## src/rtl/hcp_frame_transmitter.sv

```systemverilog
// HCP upstream framer: bit-stuffs payload bytes into one MSB-first stream and
// emits it on sbda as bytes, wrapped in start and stop frame bytes.
module hcp_frame_transmitter #(
    parameter logic [7:0] START_FRAME = 8'h7E,
    parameter logic [7:0] STOP_FRAME  = 8'hFE,
    parameter int         STUFF_LIMIT = 5
) (
    input  logic       clk,
    input  logic       rst_n,
    input  logic [7:0] tx_data,
    input  logic       tx_valid,
    input  logic       tx_last,
    output logic       tx_ready,
    output logic [7:0] sbda,
    output logic       sbda_valid,
    output logic       sending,
    output logic       busy
);

    // Handshake: a byte moves on a rising clk edge where tx_valid && tx_ready;
    // tx_ready depends only on state (and rst_n), never on tx_valid.
    typedef enum logic [2:0] {
        IDLE  = 3'd0,
        START = 3'd1,
        SHIFT = 3'd2,
        FETCH = 3'd3,
        PAD   = 3'd4,
        STOP  = 3'd5
    } state_t;

    localparam logic [3:0] LIMIT = 4'(STUFF_LIMIT);

    state_t     state;
    logic [7:0] in_sr;
    logic [3:0] in_cnt;
    logic       last_r;
    logic [3:0] ones_cnt;
    logic [7:0] out_sr;
    logic [3:0] out_cnt;
    logic       push_en;
    logic       push_bit;

    assign tx_ready = rst_n && (state == IDLE || state == FETCH);
    assign busy     = (state != IDLE);

    // One stuffed bit per cycle enters the output packer from SHIFT or PAD.
    always_comb begin
        push_en  = 1'b0;
        push_bit = 1'b0;
        if (state == SHIFT) begin
            if (ones_cnt == LIMIT) begin
                push_en = 1'b1;
            end else if (in_cnt != 4'd0) begin
                push_en  = 1'b1;
                push_bit = in_sr[7];
            end
        end else if (state == PAD) begin
            push_en = 1'b1;
        end
    end

    always_ff @(posedge clk or negedge rst_n) begin
        if (!rst_n) begin
            state      <= IDLE;
            in_sr      <= 8'h00;
            in_cnt     <= 4'd0;
            last_r     <= 1'b0;
            ones_cnt   <= 4'd0;
            out_sr     <= 8'h00;
            out_cnt    <= 4'd0;
            sbda       <= 8'h00;
            sbda_valid <= 1'b0;
            sending    <= 1'b0;
        end else begin
            sbda_valid <= 1'b0;
            case (state)
                IDLE: begin
                    if (tx_valid) begin
                        in_sr    <= tx_data;
                        in_cnt   <= 4'd8;
                        last_r   <= tx_last;
                        ones_cnt <= 4'd0;
                        out_sr   <= 8'h00;
                        out_cnt  <= 4'd0;
                        state    <= START;
                    end
                end
                START: begin
                    sbda       <= START_FRAME;
                    sbda_valid <= 1'b1;
                    sending    <= 1'b1;
                    state      <= SHIFT;
                end
                SHIFT: begin
                    if (ones_cnt == LIMIT) begin
                        ones_cnt <= 4'd0;
                    end else if (in_cnt != 4'd0) begin
                        in_sr    <= {in_sr[6:0], 1'b0};
                        in_cnt   <= in_cnt - 4'd1;
                        ones_cnt <= in_sr[7] ? ones_cnt + 4'd1 : 4'd0;
                    end else if (!last_r) begin
                        state <= FETCH;
                    end else if (out_cnt != 4'd0) begin
                        state <= PAD;
                    end else begin
                        state <= STOP;
                    end
                end
                FETCH: begin
                    // ones_cnt and out_cnt carry over so stuffing spans bytes
                    if (tx_valid) begin
                        in_sr  <= tx_data;
                        in_cnt <= 4'd8;
                        last_r <= tx_last;
                        state  <= SHIFT;
                    end
                end
                PAD: begin
                    if (out_cnt == 4'd7) state <= STOP;
                end
                STOP: begin
                    sbda       <= STOP_FRAME;
                    sbda_valid <= 1'b1;
                    sending    <= 1'b0;
                    state      <= IDLE;
                end
                default: state <= IDLE;
            endcase

            if (push_en) begin
                out_sr <= {out_sr[6:0], push_bit};
                if (out_cnt == 4'd7) begin
                    sbda       <= {out_sr[6:0], push_bit};
                    sbda_valid <= 1'b1;
                    out_cnt    <= 4'd0;
                end else begin
                    out_cnt <= out_cnt + 4'd1;
                end
            end
        end
    end

endmodule

```

## config.mk

```make
export PLATFORM = sky130hd
export DESIGN_NAME = hcp_frame_transmitter
export DESIGN_NICKNAME = d
export VERILOG_FILES = /design/src/rtl/hcp_frame_transmitter.sv
export SDC_FILE = /design/constraint.sdc
export NUM_CORES = 1
export LEC_CHECK = 0
export ABC_AREA = 1
export BUFFER_PORTS_ARGS = -buffer_cell sky130_fd_sc_hd__buf_2
export CAP_MARGIN = 10
export CORE_ASPECT_RATIO = 0.9
export CORE_MARGIN = 2
export CORE_UTILIZATION = 50
export CTS_CLUSTER_SIZE = 24
export DETAILED_ROUTE_END_ITERATION = 10
export PLACE_DENSITY = 0.8
export REMOVE_ABC_BUFFERS = 1
export SYNTH_ARGS = -nofsm -noshare
export SYNTH_HDL_FRONTEND = slang
export SYNTH_SLANG_ARGS = --single-unit
```

## constraint.sdc

```tcl
create_clock -name clk -period 2.65 [get_ports clk]
set_input_delay 0.265 -clock clk [delete_from_list [all_inputs] [get_ports clk]]
set_output_delay 0.265 -clock clk [all_outputs]
set_load 0.05 [all_outputs]
```

==> results.txt <==
----------------------------------------------------
[Status]
  Status ... completed

[Global routing]
  GRT overflow ... 0
  Overall track demand over capacity in global routing ... 0.1913
  Maximum number of pins on one net before global-route repair ... 42
  Number of antenna violations at the first check in global routing ... 0
  Vias in the first global route ... about 1700
  Wire length of the first global-routing pass ... around 7.4 mm

[Timing]
  Smallest setup slack after layout ... approximately 0.65 ns
  # setup viols final ... 0
  Pin slew with the least headroom to its limit ... about 0.59 ns
  Total negative slack ... 0 ns
  Setup repair after global routing missed its margin ... false
  Min Tclk post-route ... roughly 2 ns
  Worst clock skew ... roughly 0.011 ns
  Number of max-slew violations in the final report ... 0
  Count of final hold-check violations ... 0
  Worst hold margin ... about 0.076 ns
  Max transition margin ... 0.6047
  Maximum frequency from static timing analysis ... 500.0 MHz
  Final critical-path share of the clock period ... 0.7548

[Worst setup path]
  Type of the worst setup path ... flop to output port
  Startpoint of the worst-slack reg-to-reg timing path ... in_cnt[0]
  Critical-path maximum fanout ... 9
  Worst r2r dst ... sbda[0]
  Startpoint class of the critical path ... flop
  Endpoint class of the critical path ... output port
  Required time worst endpoint ... ~2.4 ns
  Setup slack of the worst register-to-register path ... between 0.9 and 1 ns
  Cells on worst reg2reg path ... 10
  Crit path DAT ... 1.74 ns

[Drt]
  Overall routed net length ... ~4.3 mm
  Via count ... around 1900
  Number of antenna-violating nets in the routed design ... 0
  Vias per inst ... 5.074
  Number of iterations in the first detailed-routing pass ... 4
  Post-route DRC violation count ... 0
  WL/cell ... between 10 and 15 um
  DRC marker count from the first detailed-route iteration ... between 150 and 200

[Layout]
  Final Cell Area ... ~2400 um^2
  Layout cells sized above 1 ... 0.1803
  Final antenna diode count ... 0
  Nets ... about 320
  Filler cell count ... between 300 and 400
  Util after Layout ... 0.5879
  P&R area growth vs syn ... 10.21%
  Number of cells in the finished layout apart from fillers ... around 370

[Floorplanning]
  Starting density of the core ... 0.5334
  Placeable core region ... between 4000 and 5000 um^2
  FP Rows ... 22
  Die height ... around 67 um
  Area of the die ... about 5000 um^2
  Horizontal extent of the die ... around 74 um
  IO Pins ... 24

[Clock tree]
  Inserted Clock Buffers ... 5
  Clock root buffer ... clkbuf_8
  Insertion delay to the later sink of the worst-skew pair ... between 0.2 and 0.3 ns
  TritonCTS clock tree ... yes
  Clock-pin slew reported for the worst setup and hold paths after clock tree synthesis ... roughly 0.07 ns
  Number of setup buffers added after CTS ... 0
  Cts-stage hold buffer count ... 0
  Maximum buffer depth of the clock tree ... 2
  H-tree levels ... 2
  Number of clock sinks seen by CTS ... 41
  Count of instances resized after the clock tree is built ... 0

[Placed design]
  Placed cell count ... about 360
  Post-place setup slack ... 0.9444 ns
  Count of input and output buffers ... 23
  Placed cell areas ... between 2000 and 2500 um^2
  Weighted congestion at the end of routability-driven global placement ... ~0.78
  Half-perimeter wire length after detailed placement ... 3.123 mm

[Synthesis]
  Share of the yosys chip area belonging to registers ... 0.4628
  Total standard cell area after synthesis ... between 2000 and 2500 um^2
  Post-synth EDFFs ... 0
  Mean area per synthesized cell ... just under 8 um^2
  Number of synthesized register bits ... 41
  Synth cell types ... 26
  Synthesis warning total ... 0
  Ys flop type ... dfrtp_1
  Gate count after technology mapping ... approximately 280
  Share of async-settable or async-resettable flops after synthesis ... 1.000

[Hold path]
  Worst min-delay path class ... input port to asynchronous set/reset pin

[Power]
  Maximum VDD drop ... roughly 0.51 mV
  PD cells ... around 1100 nW/um^2
  Leak pwr ... 1.329 nW
  Total power ... 2.711 mW

[Run]
  Number of violations of the max-capacitance limit ... 0

----------------------------------------------------
kinds of logic (layout without fill, tap and decap cells):
group                    Yosys count  after routing  synth area share
AND/OR/NAND/NOR                  195            195            0.4058
flip-flops                        41             41            0.4628
buffers and inverters             30             54           0.06658
adder cells (fa/ha/maj)            6              6           0.03386
AO/OA/AOI/OAI                      5              5           0.01524
XOR/XNOR                           4              4           0.01580
where the power goes:
part	leakage (nW)	total (mW)	switching [mW]	internal (mW)
Clock	0.0439	0.403	0.221	0.182
Combinational	0.775	1.33	0.924	0.407
Sequential	0.510	0.977	0.159	0.818
Total	1.33	2.71	1.30	1.41
Yosys cell counts, types with 3 or more instances:
library cell | count | area [um^2]
buf_2 | 3 | 15.01
or2_2 | 7 | 43.79
ha_1 | 6 | 75.07
nand3_2 | 3 | 30.03
nand4_1 | 4 | 25.02
nand3_1 | 51 | 255.2
nand2_4 | 4 | 45.04
inv_1 | 19 | 71.32
nand2_1 | 108 | 405.4
buf_6 | 3 | 33.78
xor2_1 | 4 | 35.03
dfrtp_1 | 41 | 1026
nor2_1 | 10 | 37.54
layout make-up:
cell class	instances	area, um^2	area share
Multi-Input combinational cell	210	1044	0.4270
Sequential cell	41	1026	0.4199
Timing Repair Buffer	26	137.6	0.05632
Inverter	20	75.07	0.03072
Tap cell	60	75.07	0.03072
Clock buffer	5	68.82	0.02816
Clock inverter	3	17.52	0.007168
registers in the layout, indices dropped and copies added (netlist names):
| signal | count |
|---|---|
| in_cnt | 4 |
| in_sr | 8 |
| last_r | 1 |
| ones_cnt | 4 |
| out_cnt | 4 |
| out_sr | 7 |
| sbda | 8 |
| sbda_valid | 1 |
| sending | 1 |
| state | 3 |
cell usage in the layout, fill, tap and decap left out, types with 3 or more instances in the layout:
master    netlist  layout
dfrtp_1        41      41
nand3_2         3       3
nor2_1         10      10
buf_2           3      23
or2_2           7       7
inv_1          19      19
nand4_1         4       4
nand2_4         4       4
nand2_1       108     108
nand3_1        51      51
buf_4           2       3
xor2_1          4       4
ha_1            6       6
clkbuf_8        0       5
routing by layer:
metal,share of wire,routed length [um],up-vias,global-route usage
li1,-,-,943,-
met1,0.48,2071,872,0.2629
met2,0.48,2099,31,0.3125
met3,0.030,132,6,0.03582
met4,0.0088,38,0,0.05000
met5,0,0,-,0
worst max path at each step:
stage	endpoint	from	depth (start not counted)	slack (ns)
detailed placement	sbda_valid	in_cnt[0]	9	0.94
finish	tx_ready	state[2]	6	0.65
floorplan	tx_ready	state[2]	5	0.70
global route	tx_ready	state[2]	6	0.53
CTS	tx_ready	state[2]	6	0.64
global placement	tx_ready	state[2]	6	0.96
critical path: stages (launching register included):
cell	delay (ns)
dfrtp_1	0.50
inv_1	0.14
nand3_2	0.18
nand2_4	0.20
inv_1	0.09
nor2_1	0.08
buf_2	0.26
Note: power is estimated with default switching activity, not from simulation.
